### src/rtl/wb_arbiter_pkg.sv
// Shared widths and constants for the register-file write-back path.
package wb_arbiter_pkg;

    localparam int REG_BUS_W  = 32;
    localparam int REG_ADDR_W = 5;

    localparam logic [REG_ADDR_W-1:0] NOP_REG_ADDR  = 5'h0;
    localparam logic                  WRITE_ENABLE  = 1'b1;
    localparam logic                  WRITE_DISABLE = 1'b0;
    localparam logic [REG_BUS_W-1:0]  ZERO_WORD     = 32'h0;

    // One buffered long-latency result: destination register and value.
    typedef struct packed {
        logic [REG_ADDR_W-1:0] wd;
        logic [REG_BUS_W-1:0]  wdata;
    } wb_entry_t;

    localparam int ENTRY_W = $bits(wb_entry_t);

endpackage

### src/rtl/wb_lu_fifo.sv
// Small synchronous FIFO for long-latency results.
// The pointers carry one extra wrap bit so that full and empty can be told apart.
// A push while full is ignored, even if a pop happens in the same cycle.
module wb_lu_fifo #(
    parameter int DEPTH = 2,
    parameter int W     = 37
) (
    input  logic         clk,
    input  logic         rst,
    input  logic         push,
    input  logic [W-1:0] push_data,
    input  logic         pop,
    output logic         full,
    output logic         empty,
    output logic [W-1:0] head
);

    localparam int AW = $clog2(DEPTH);
    localparam logic [AW:0] PTR_ONE = {{AW{1'b0}}, 1'b1};

    logic [W-1:0] mem [DEPTH];
    logic [AW:0]  wr_ptr;
    logic [AW:0]  rd_ptr;
    logic         do_push;
    logic         do_pop;

    assign empty   = (wr_ptr == rd_ptr);
    assign full    = (wr_ptr[AW] != rd_ptr[AW]) && (wr_ptr[AW-1:0] == rd_ptr[AW-1:0]);
    assign do_push = push && !full;
    assign do_pop  = pop && !empty;
    assign head    = mem[rd_ptr[AW-1:0]];

    // Storage is written on push; contents need no reset because empty hides them.
    always_ff @(posedge clk) begin
        if (do_push) begin
            mem[wr_ptr[AW-1:0]] <= push_data;
        end
    end

    // Pointer update; reset discards anything buffered.
    always_ff @(posedge clk or negedge rst) begin
        if (!rst) begin
            wr_ptr <= '0;
            rd_ptr <= '0;
        end else begin
            if (do_push) wr_ptr <= wr_ptr + PTR_ONE;
            if (do_pop)  rd_ptr <= rd_ptr + PTR_ONE;
        end
    end

endmodule

### src/rtl/wb_arbiter.sv
// Register-file write-port arbiter: in-order pipeline results win, long-latency
// results wait in a FIFO and drain on idle cycles; a starvation counter raises
// stall_req so the pipeline controller inserts a bubble.
// Optional build macro WB_PERF_CNT_EN adds stall_cycles and lu_drops counters.
//
// lu handshake: an entry transfers on a rising edge where lu_valid && lu_ready;
// lu_ready depends only on registered state, and the producer keeps lu_wd/lu_wdata
// stable while lu_valid is high and lu_ready is low.
module wb_arbiter
    import wb_arbiter_pkg::*;
#(
    parameter int LU_DEPTH = 2,
    parameter int MAX_WAIT = 4
) (
    input  logic                  clk,
    input  logic                  rst,
    input  logic                  pipe_wreg,
    input  logic [REG_ADDR_W-1:0] pipe_wd,
    input  logic [REG_BUS_W-1:0]  pipe_wdata,
    input  logic                  lu_valid,
    output logic                  lu_ready,
    input  logic [REG_ADDR_W-1:0] lu_wd,
    input  logic [REG_BUS_W-1:0]  lu_wdata,
    output logic                  stall_req,
    output logic                  we,
    output logic [REG_ADDR_W-1:0] waddr,
    output logic [REG_BUS_W-1:0]  wdata
`ifdef WB_PERF_CNT_EN
    ,
    output logic [31:0]           stall_cycles,
    output logic [15:0]           lu_drops
`endif
);

    localparam int WC_W = $clog2(MAX_WAIT + 1);
    localparam logic [WC_W-1:0] WAIT_SAT = WC_W'(MAX_WAIT);
    localparam logic [WC_W-1:0] WAIT_ONE = {{(WC_W-1){1'b0}}, 1'b1};

    logic                  fifo_full;
    logic                  fifo_empty;
    logic [ENTRY_W-1:0]    fifo_head_raw;
    wb_entry_t             fifo_head;
    wb_entry_t             lu_entry;
    logic                  lu_accept;
    logic                  lu_push;
    logic                  lu_drop;
    logic                  pipe_req;
    logic                  fifo_pop;
    logic [WC_W-1:0]       wait_cnt;
    logic                  nxt_we;
    logic [REG_ADDR_W-1:0] nxt_waddr;
    logic [REG_BUS_W-1:0]  nxt_wdata;

    assign lu_ready  = !fifo_full;
    assign lu_accept = lu_valid && lu_ready;
    // Writes to r0 are architecturally void: consumed but never buffered or issued.
    assign lu_push   = lu_accept && (lu_wd != NOP_REG_ADDR);
    assign lu_drop   = lu_accept && (lu_wd == NOP_REG_ADDR);
    assign pipe_req  = pipe_wreg && (pipe_wd != NOP_REG_ADDR);
    assign fifo_pop  = !pipe_req && !fifo_empty;
    assign stall_req = (wait_cnt == WAIT_SAT) && !fifo_empty;

    assign lu_entry.wd    = lu_wd;
    assign lu_entry.wdata = lu_wdata;
    assign fifo_head      = wb_entry_t'(fifo_head_raw);

    wb_lu_fifo #(
        .DEPTH (LU_DEPTH),
        .W     (ENTRY_W)
    ) u_fifo (
        .clk       (clk),
        .rst       (rst),
        .push      (lu_push),
        .push_data (lu_entry),
        .pop       (fifo_pop),
        .full      (fifo_full),
        .empty     (fifo_empty),
        .head      (fifo_head_raw)
    );

    // Select the next write: pipeline first, then FIFO head, else idle holding addr/data.
    always_comb begin
        nxt_we    = WRITE_DISABLE;
        nxt_waddr = waddr;
        nxt_wdata = wdata;
        if (pipe_req) begin
            nxt_we    = WRITE_ENABLE;
            nxt_waddr = pipe_wd;
            nxt_wdata = pipe_wdata;
        end else if (!fifo_empty) begin
            nxt_we    = WRITE_ENABLE;
            nxt_waddr = fifo_head.wd;
            nxt_wdata = fifo_head.wdata;
        end
    end

    // Registered write port.
    always_ff @(posedge clk or negedge rst) begin
        if (!rst) begin
            we    <= WRITE_DISABLE;
            waddr <= NOP_REG_ADDR;
            wdata <= ZERO_WORD;
        end else begin
            we    <= nxt_we;
            waddr <= nxt_waddr;
            wdata <= nxt_wdata;
        end
    end

    // Count consecutive cycles a buffered entry loses to the pipeline.
    always_ff @(posedge clk or negedge rst) begin
        if (!rst) begin
            wait_cnt <= '0;
        end else if (fifo_empty || fifo_pop) begin
            wait_cnt <= '0;
        end else if (wait_cnt != WAIT_SAT) begin
            wait_cnt <= wait_cnt + WAIT_ONE;
        end
    end

`ifdef WB_PERF_CNT_EN
    // Stall-cycle counter (wraps) and r0-drop counter (saturates).
    always_ff @(posedge clk or negedge rst) begin
        if (!rst) begin
            stall_cycles <= '0;
            lu_drops     <= '0;
        end else begin
            if (stall_req) stall_cycles <= stall_cycles + 32'd1;
            if (lu_drop && (lu_drops != 16'hFFFF)) lu_drops <= lu_drops + 16'd1;
        end
    end
`endif

endmodule

### config.mk
export PLATFORM = sky130hd
export DESIGN_NAME = wb_arbiter
export DESIGN_NICKNAME = d
export VERILOG_FILES = /design/src/rtl/wb_arbiter_pkg.sv /design/src/rtl/wb_lu_fifo.sv /design/src/rtl/wb_arbiter.sv
export SDC_FILE = /design/constraint.sdc
export NUM_CORES = 1
export LEC_CHECK = 0
export BUFFER_PORTS_ARGS = -buffer_cell sky130_fd_sc_hd__buf_2
export CELL_PAD_IN_SITES_DETAIL_PLACEMENT = 1
export CELL_PAD_IN_SITES_GLOBAL_PLACEMENT = 2
export CORE_MARGIN = 1.5
export CORE_UTILIZATION = 33
export DETAILED_ROUTE_END_ITERATION = 7
export PLACE_DENSITY_LB_ADDON = 0.1
export SLEW_MARGIN = 30
export SYNTH_ARGS = -nofsm -noshare
export SYNTH_HDL_FRONTEND = slang
export SYNTH_SLANG_ARGS = --single-unit
### constraint.sdc
create_clock -name clk -period 3.2 [get_ports clk]
set_clock_uncertainty 0.15 [all_clocks]
set_input_delay 0.48 -clock clk [delete_from_list [all_inputs] [get_ports clk]]
set_output_delay 0.48 -clock clk [all_outputs]
set_load 0.02 [all_outputs]
==> results of run 1 <==
worst register-to-register path, delay by kind of cell, from the launching register on:
family | cells | cell delay [ns]
AOI/OAI and AO/OA | 1 | 0.49
DFF | 1 | 0.44
buffers and inverters | 1 | 0.33
and+or+nand+nor | 1 | 0.24
xor gates and xnor gates | 1 | 0.21
where the power goes:
group	leakage, nW	internal [mW]	total, mW	switching, mW
logic	1.19	0.987	2.36	1.37
clock network	0.241	0.989	1.59	0.596
registers	1.23	2.23	2.42	0.194
total	2.65	4.20	6.37	2.16
cell families after synthesis:
| group | share of synthesized area [%] |
|---|---|
| xor+xnor | 1.28 |
| simple gates | 4.95 |
| buf+inv | 2.66 |
| fa+ha+maj | 0.521 |
| compound gates | 4.41 |
| flops | 69.8 |
| mux | 16.4 |
cell type report:
class | instances | area, µm² | area share [%]
Clock buffer | 25 | 465 | 7.65
Clock inverter | 7 | 28.8 | 0.473
Inverter | 3 | 11.3 | 0.185
Multi-Input combinational cell | 181 | 1340 | 22.0
Sequential cell | 119 | 3350 | 55.1
Tap cell | 180 | 225 | 3.70
Timing Repair Buffer | 127 | 666 | 10.9
layout by cell type (no fill, tap or decap), drive strengths merged:
cell         synthesis  final
mux2                37     37
a221oi               1      1
ha                   2      2
mux2i               37     37
a21oi                1      1
and2                 1      1
nand3                2      2
nor2b                2      2
nand2b               2      2
dfrtp               45     45
and3                 1      1
o21ai               38     38
nand2               43     43
edfxtp              74     74
nor3                 2      2
clkbuf               2     25
clkinv               0      7
o21a                 1      1
buf                 15    126
inv                  3      3
dlygate4sd3          0      1
or4                  1      1
xor2                 3      3
nor2                 3      3
xnor2                4      4
timing repair:
action,4_1_cts,5_1_grt
setup buffers,0,0
hold endpoints to repair,0,33
hold buffers,0,1
flip-flops by register name, indices dropped and copies added, names as in the netlist:
signal         cells
wait_cnt           3
waddr              5
u_fifo.wr_ptr      2
we                 1
wdata             32
u_fifo.rd_ptr      2
u_fifo.mem        74
worst min-delay path by stage:
stage                                start                to  slack, ns  cells past startpoint
after floorplan                        rst  u_fifo.rd_ptr[0]       0.03                      0
after global placement    u_fifo.wr_ptr[1]  u_fifo.wr_ptr[1]       0.32                      1
after detailed placement  u_fifo.rd_ptr[1]  u_fifo.rd_ptr[1]       0.34                      1
after CTS                              rst                we       0.07                      1
after global routing           lu_wdata[8]  u_fifo.mem[1][8]       0.09                      1
final                          lu_wdata[8]  u_fifo.mem[1][8]       0.11                      1
layer usage:
layer,vias to the layer above,share of wire (%),global-route usage [%]
li1,1419,-,-
met1,1490,43,18.8
met2,85,49,25.3
met3,18,6.3,5.91
met4,2,1.8,6.68
met5,-,0.10,0
metrics by stage:
stage	utilization, %	total power, mW	cells	hold WS (ns)
after floorplan	-	4.12	320	0.0344
after global placement	39.7	4.82	609	0.325
after detailed placement	39.7	4.88	609	0.335
after CTS	43.2	6.51	641	0.0708
after global routing	43.3	6.80	642	0.0850
final	43.3	6.37	642	0.108
==> impl_results.md, run 1 <==
* R2R Path End: u_fifo.mem[1][22]
* Max-cap viol count at 0
* Worst setup EP type: output pin
* Overflow after GRT at 0
* Post-cts repair resize count at 0
* Crit. Startpoint: u_fifo.wr_ptr[0]
* Initial DRC Count at 116
* Initial antenna violation count at 1
* Worst path depth at 4
* Warnings from Yosys at 0
* CTS buffer count at 17
* Clock Pin Slew Worst Setup and Hold Paths at 0.05 ns
* Ant diodes at 0
* PwrDens at 1050 nW/µm²
* Slew @ Worst Pin at 0.753 ns
* I/O Pins at 118
* FF-to-FF Start: u_fifo.wr_ptr[0]
* Total GRT Usage at 15.7%
* Clock sinks at 119
* CP cell instances: xnor2_1 > nand2b_2 > nor2b_1 > buf_2
* Routed WL per cell at 17.0 µm
* # DRC at 0
* Area of the core at 14000 µm²
* Final Cell Area at 6080 µm²
* Die footprint at 15300 µm²
* Number of nets with antenna violations after routing at 0
* Seq/Total Area, Yosys at 69.8%
* Nets at 529
* Gpl congestion at 0.661
* Most frequent cell after synthesis: edfxtp_1
* Vias in the first global route at 3256
* Leak at 2.65 nW
* Max stage delay cell, worst path: dfrtp_1
* Ratio of cells with drive above 1 in the final layout at 40.7%
* Commonest cells post-synth: 74 x edfxtp_1, 45 x dfrtp_1, 43 x nand2_1, 38 x o21ai_1
* Synth Net Count at 400
* Clk_lat worst skew at 0.41 ns
* Die Ht at 124 µm
* Max Clk Rate at 388 MHz
* Routed WL at 10900 µm
* Post-synth top flop: edfxtp_1
* Arrival time at the worst endpoint at 1.95 ns
* Max Slew Vio Count at 0
* Chip width at 124 µm
* Startpoint types: flip-flop
* Slowest Stage Delay on Critical Path at 0.44 ns
* Setup Total Neg Slack at 0 ns
* Total number of vias at 3014
* Worst setup path end: stall_req
* Worst Hold Class: in -> reg
* Reg2Reg Depth at 4
* CP bufs+invs at 1
* Final setup violation count at 0
* Max clock buf depth at 2
* Headroom to the max-slew limit at 49.8%
* Largest net degree at the start of global routing at 72
* FF-to-FF setup slack at 1.01 ns
* Tmin final at 2.58 ns
* Setup WS pre-CTS at 0.904 ns
* CTS tree: built
* Hold Vio Cnt, Final at 0
* Avg Vias per Cell at 4.69
* Synth cell types at 25
* Status: completed
* Crit path max-delay family: simple AND/OR/NAND/NOR gates
* Post-synth top area cell: edfxtp_1
* Leading post-synthesis cells by cell area: edfxtp_1 46%, dfrtp_1 23%, mux2_2 8.7%
* Placed cell area at 5570 µm²
* Post-DP HPWL at 7050 µm
* Setup slack after layout at 0.625 ns
* Area growth, synth to finish at 26.7%
* Root Buffer: clkbuf_16
* CP required at 2.57 ns
* DR pass1 iterations at 4
* Number of cells produced by synthesis at 320
* Std cell rows at 43
* Starting Density at 34.2%
* Peak VDD IR at 0.483 mV
* RSZ-0062 raised after global routing: false
* #FFs+latches synth at 119
* Fill cell count at 1477
* Post-synth EDFFs at 74
* IO Port Bufs at 117
* Average size of a mapped cell at 15.0 µm²
* Worst Path Max Fanout at 14
* Top cell type's share of synthesized area at 46.3%
* First-pass GRT wire length at 17100 µm
* Synthesized area at 4800 µm²
* Htree depth at 4
* FFs w/ async S/R, synth at 37.8%
* CP Class: reg -> out
* Tcrit/Tclk final at 80.5%
Note: power is estimated with default switching activity, not from simulation.
==> inputs of run 2 (changes only) <==
CORE_UTILIZATION = 36   (was 33)
clock period = 2.62 ns   (was 3.2 ns; I/O delays follow)
==> impl_results.md, run 2 (synthesized netlist as in run 1, its figures left out) <==
* Hold Vio Cnt, Final at 0 (unchanged)
* Htree depth at 4 (unchanged)
* Routed wl met3 at 516 µm (-25%)
* Worst setup path end: stall_req
* FF-to-FF Start: u_fifo.wr_ptr[0]
* CTS buffer count at 17 (unchanged)
* WL met1 at 4740 µm (+0.49%)
* Fill cell count at 1352 (-8.5%)
* Initial antenna violation count at 0 (-1)
* DR pass1 iterations at 4 (unchanged)
* CTS tree: built
* Commonest non-fill, non-tap cell in the layout: buf_2
* Reg2Reg Depth at 4 (unchanged)
* Largest net degree at the start of global routing at 72 (unchanged)
* Max stage delay cell, worst path: dfrtp_1
* Die Ht at 118 µm (-4.2%)
* Status: completed
* Headroom to the max-slew limit at 52.8% (+3.0 points)
* Root Buffer: clkbuf_16
* RSZ-0062 raised after global routing: false
* Gpl congestion at 0.677 (+2.4%)
* Max Clk Rate at 419 MHz
* Final setup violation count at 0 (unchanged)
* FF-to-FF setup slack at 0.40 ns (-0.61 ns)
* Final Cell Area at 6100 µm² (+0.31%)
* Worst path depth at 4 (unchanged)
* Ant diodes at 0 (unchanged)
* Max reg flops at 74 (unchanged)
* Leak at 2.66 nW (+0.43%)
* Peak VDD IR at 0.450 mV (-6.8%)
* Post-cts repair resize count at 0 (unchanged)
* Hold_buf cts at 1 (+1)
* Ratio of cells with drive above 1 in the final layout at 40.9% (+0.26 points)
* Vias in the first global route at 3257 (+0.031%)
* Crit path max-delay family: simple AND/OR/NAND/NOR gates
* Setup WS pre-CTS at 0.358 ns (-0.547 ns)
* Startpoint types: flip-flop
* Worst setup EP type: output pin
* Placed cell area at 5600 µm² (+0.54%)
* Setup slack after layout at 0.232 ns (-0.392 ns)
* Chip width at 118 µm (-4.2%)
* Total number of vias at 2988 (-0.86%)
* Worst Hold Class: in -> reg
* CP bufs+invs at 1 (unchanged)
* R2R Path End: u_fifo.mem[0][34]
* Max clock buf depth at 2 (unchanged)
* Routed WL per cell at 16.5 µm (-3.0%)
* Hold slack at 0.0190 ns (-0.0889 ns)
* Die footprint at 14000 µm² (-8.1%)
* Std cell rows at 41 (-4.7%)
* Slew @ Worst Pin at 0.708 ns (-0.0457 ns)
* Max Slew Vio Count at 0 (unchanged)
* Overflow after GRT at 0 (unchanged)
* Most frequent cells in the layout: 117 x buf_2, 74 x edfxtp_1, 44 x dfrtp_1, 43 x nand2_1, 38 x o21ai_1
* Routed WL at 10500 µm (-3.9%)
* Initial DRC Count at 75 (-35%)
* IO Port Bufs at 117 (unchanged)
* PwrDens at 1280 nW/µm² (+22%)
* Slowest Stage Delay on Critical Path at 0.44 ns (about the same)
* Crit. Startpoint: u_fifo.wr_ptr[0]
* Nets at 531 (+0.38%)
* Area growth, synth to finish at 27.1%
* First-pass GRT wire length at 17300 µm (+1.0%)
* Metal2 WL at 5050 µm (-4.4%)
* Clk_lat worst skew at 0.41 ns (about the same)
* Clock sinks at 119 (unchanged)
* DR top layer: met4
* I/O Pins at 118 (unchanged)
* Max-cap viol count at 0 (unchanged)
* Starting Density at 37.4% (+3.2 points)
* Total GRT Usage at 16.5% (+0.85 points)
* Arrival time at the worst endpoint at 1.84 ns (-0.11 ns)
* # DRC at 0 (unchanged)
* Setup Total Neg Slack at 0 ns (unchanged)
* Tcrit/Tclk final at 91.1%
* Avg Vias per Cell at 4.70 (about the same)
* Number of nets with antenna violations after routing at 0 (unchanged)
* Post-DP HPWL at 7130 µm (+1.2%)
* Tmin final at 2.39 ns
* Tot Pwr at 7.80 mW (+23%)
* Area of the core at 12800 µm² (-8.7%)
* CP Class: reg -> out
* CP required at 2.08 ns (-0.49 ns)
* Worst Path Max Fanout at 13 (-1)
* CP cell instances: xnor2_1 > nand2b_2 > nor2b_1 > buf_2
* Setup bufs post-CTS at 0 (unchanged)
* Clock Pin Slew Worst Setup and Hold Paths at 0.05 ns (about the same)
## run 2: layer usage
| metal | vias up | track usage, % |
|---|---|---|
| li1 | 1422 | - |
| met1 | 1460 | 20.9 |
| met2 | 95 | 25.8 |
| met3 | 11 | 5.02 |
| met4 | 0 | 8.36 |
| met5 | - | 0 |
## run 2: worst reg2reg max path, stage by stage (launching register included)
cell	delay [ns]
dfrtp_1	0.44
xnor2_1	0.20
a221oi_1	0.48
nor2b_4	0.45
buf_12	0.21
## run 2: cell type report
type | count | area [µm²] | share of cell area, %
well taps | 172 | 215 | 3.53
clock inverters | 7 | 30.0 | 0.492
repair buffers | 129 | 703 | 11.5
clock buffers | 25 | 455 | 7.47
flip-flops and latches | 119 | 3350 | 54.9
multi-input cells | 181 | 1340 | 21.9
inverters | 3 | 11.3 | 0.185
## run 2: where the power goes
part	internal, mW	switching (mW)	leakage [nW]
clock	1.18	0.741	0.237
sequential	2.72	0.247	1.23
combinational	1.26	1.65	1.20
total	5.16	2.64	2.66
## run 2: worst min path at each step
stage | start | endpoint | slack (ns) | cells after the start
5_1_grt | lu_wdata[6] | u_fifo.mem[0][6] | 0.004 | 1
3_3_place_gp | rst | wdata[21] | 0.30 | 1
3_5_place_dp | rst | wdata[15] | 0.33 | 1
4_1_cts | lu_wdata[11] | u_fifo.mem[1][11] | 0.004 | 1
6_report | lu_wdata[11] | u_fifo.mem[1][11] | 0.02 | 1
2_1_floorplan | rst | u_fifo.rd_ptr[0] | -0.05 | 0
## run 2: per-stage QoR
step / instances / util [%]
floorplan: 320 / -
global placement: 603 / 43.7
detailed placement: 603 / 43.7
CTS: 636 / 47.6
global route: 636 / 47.6
finish: 636 / 47.6
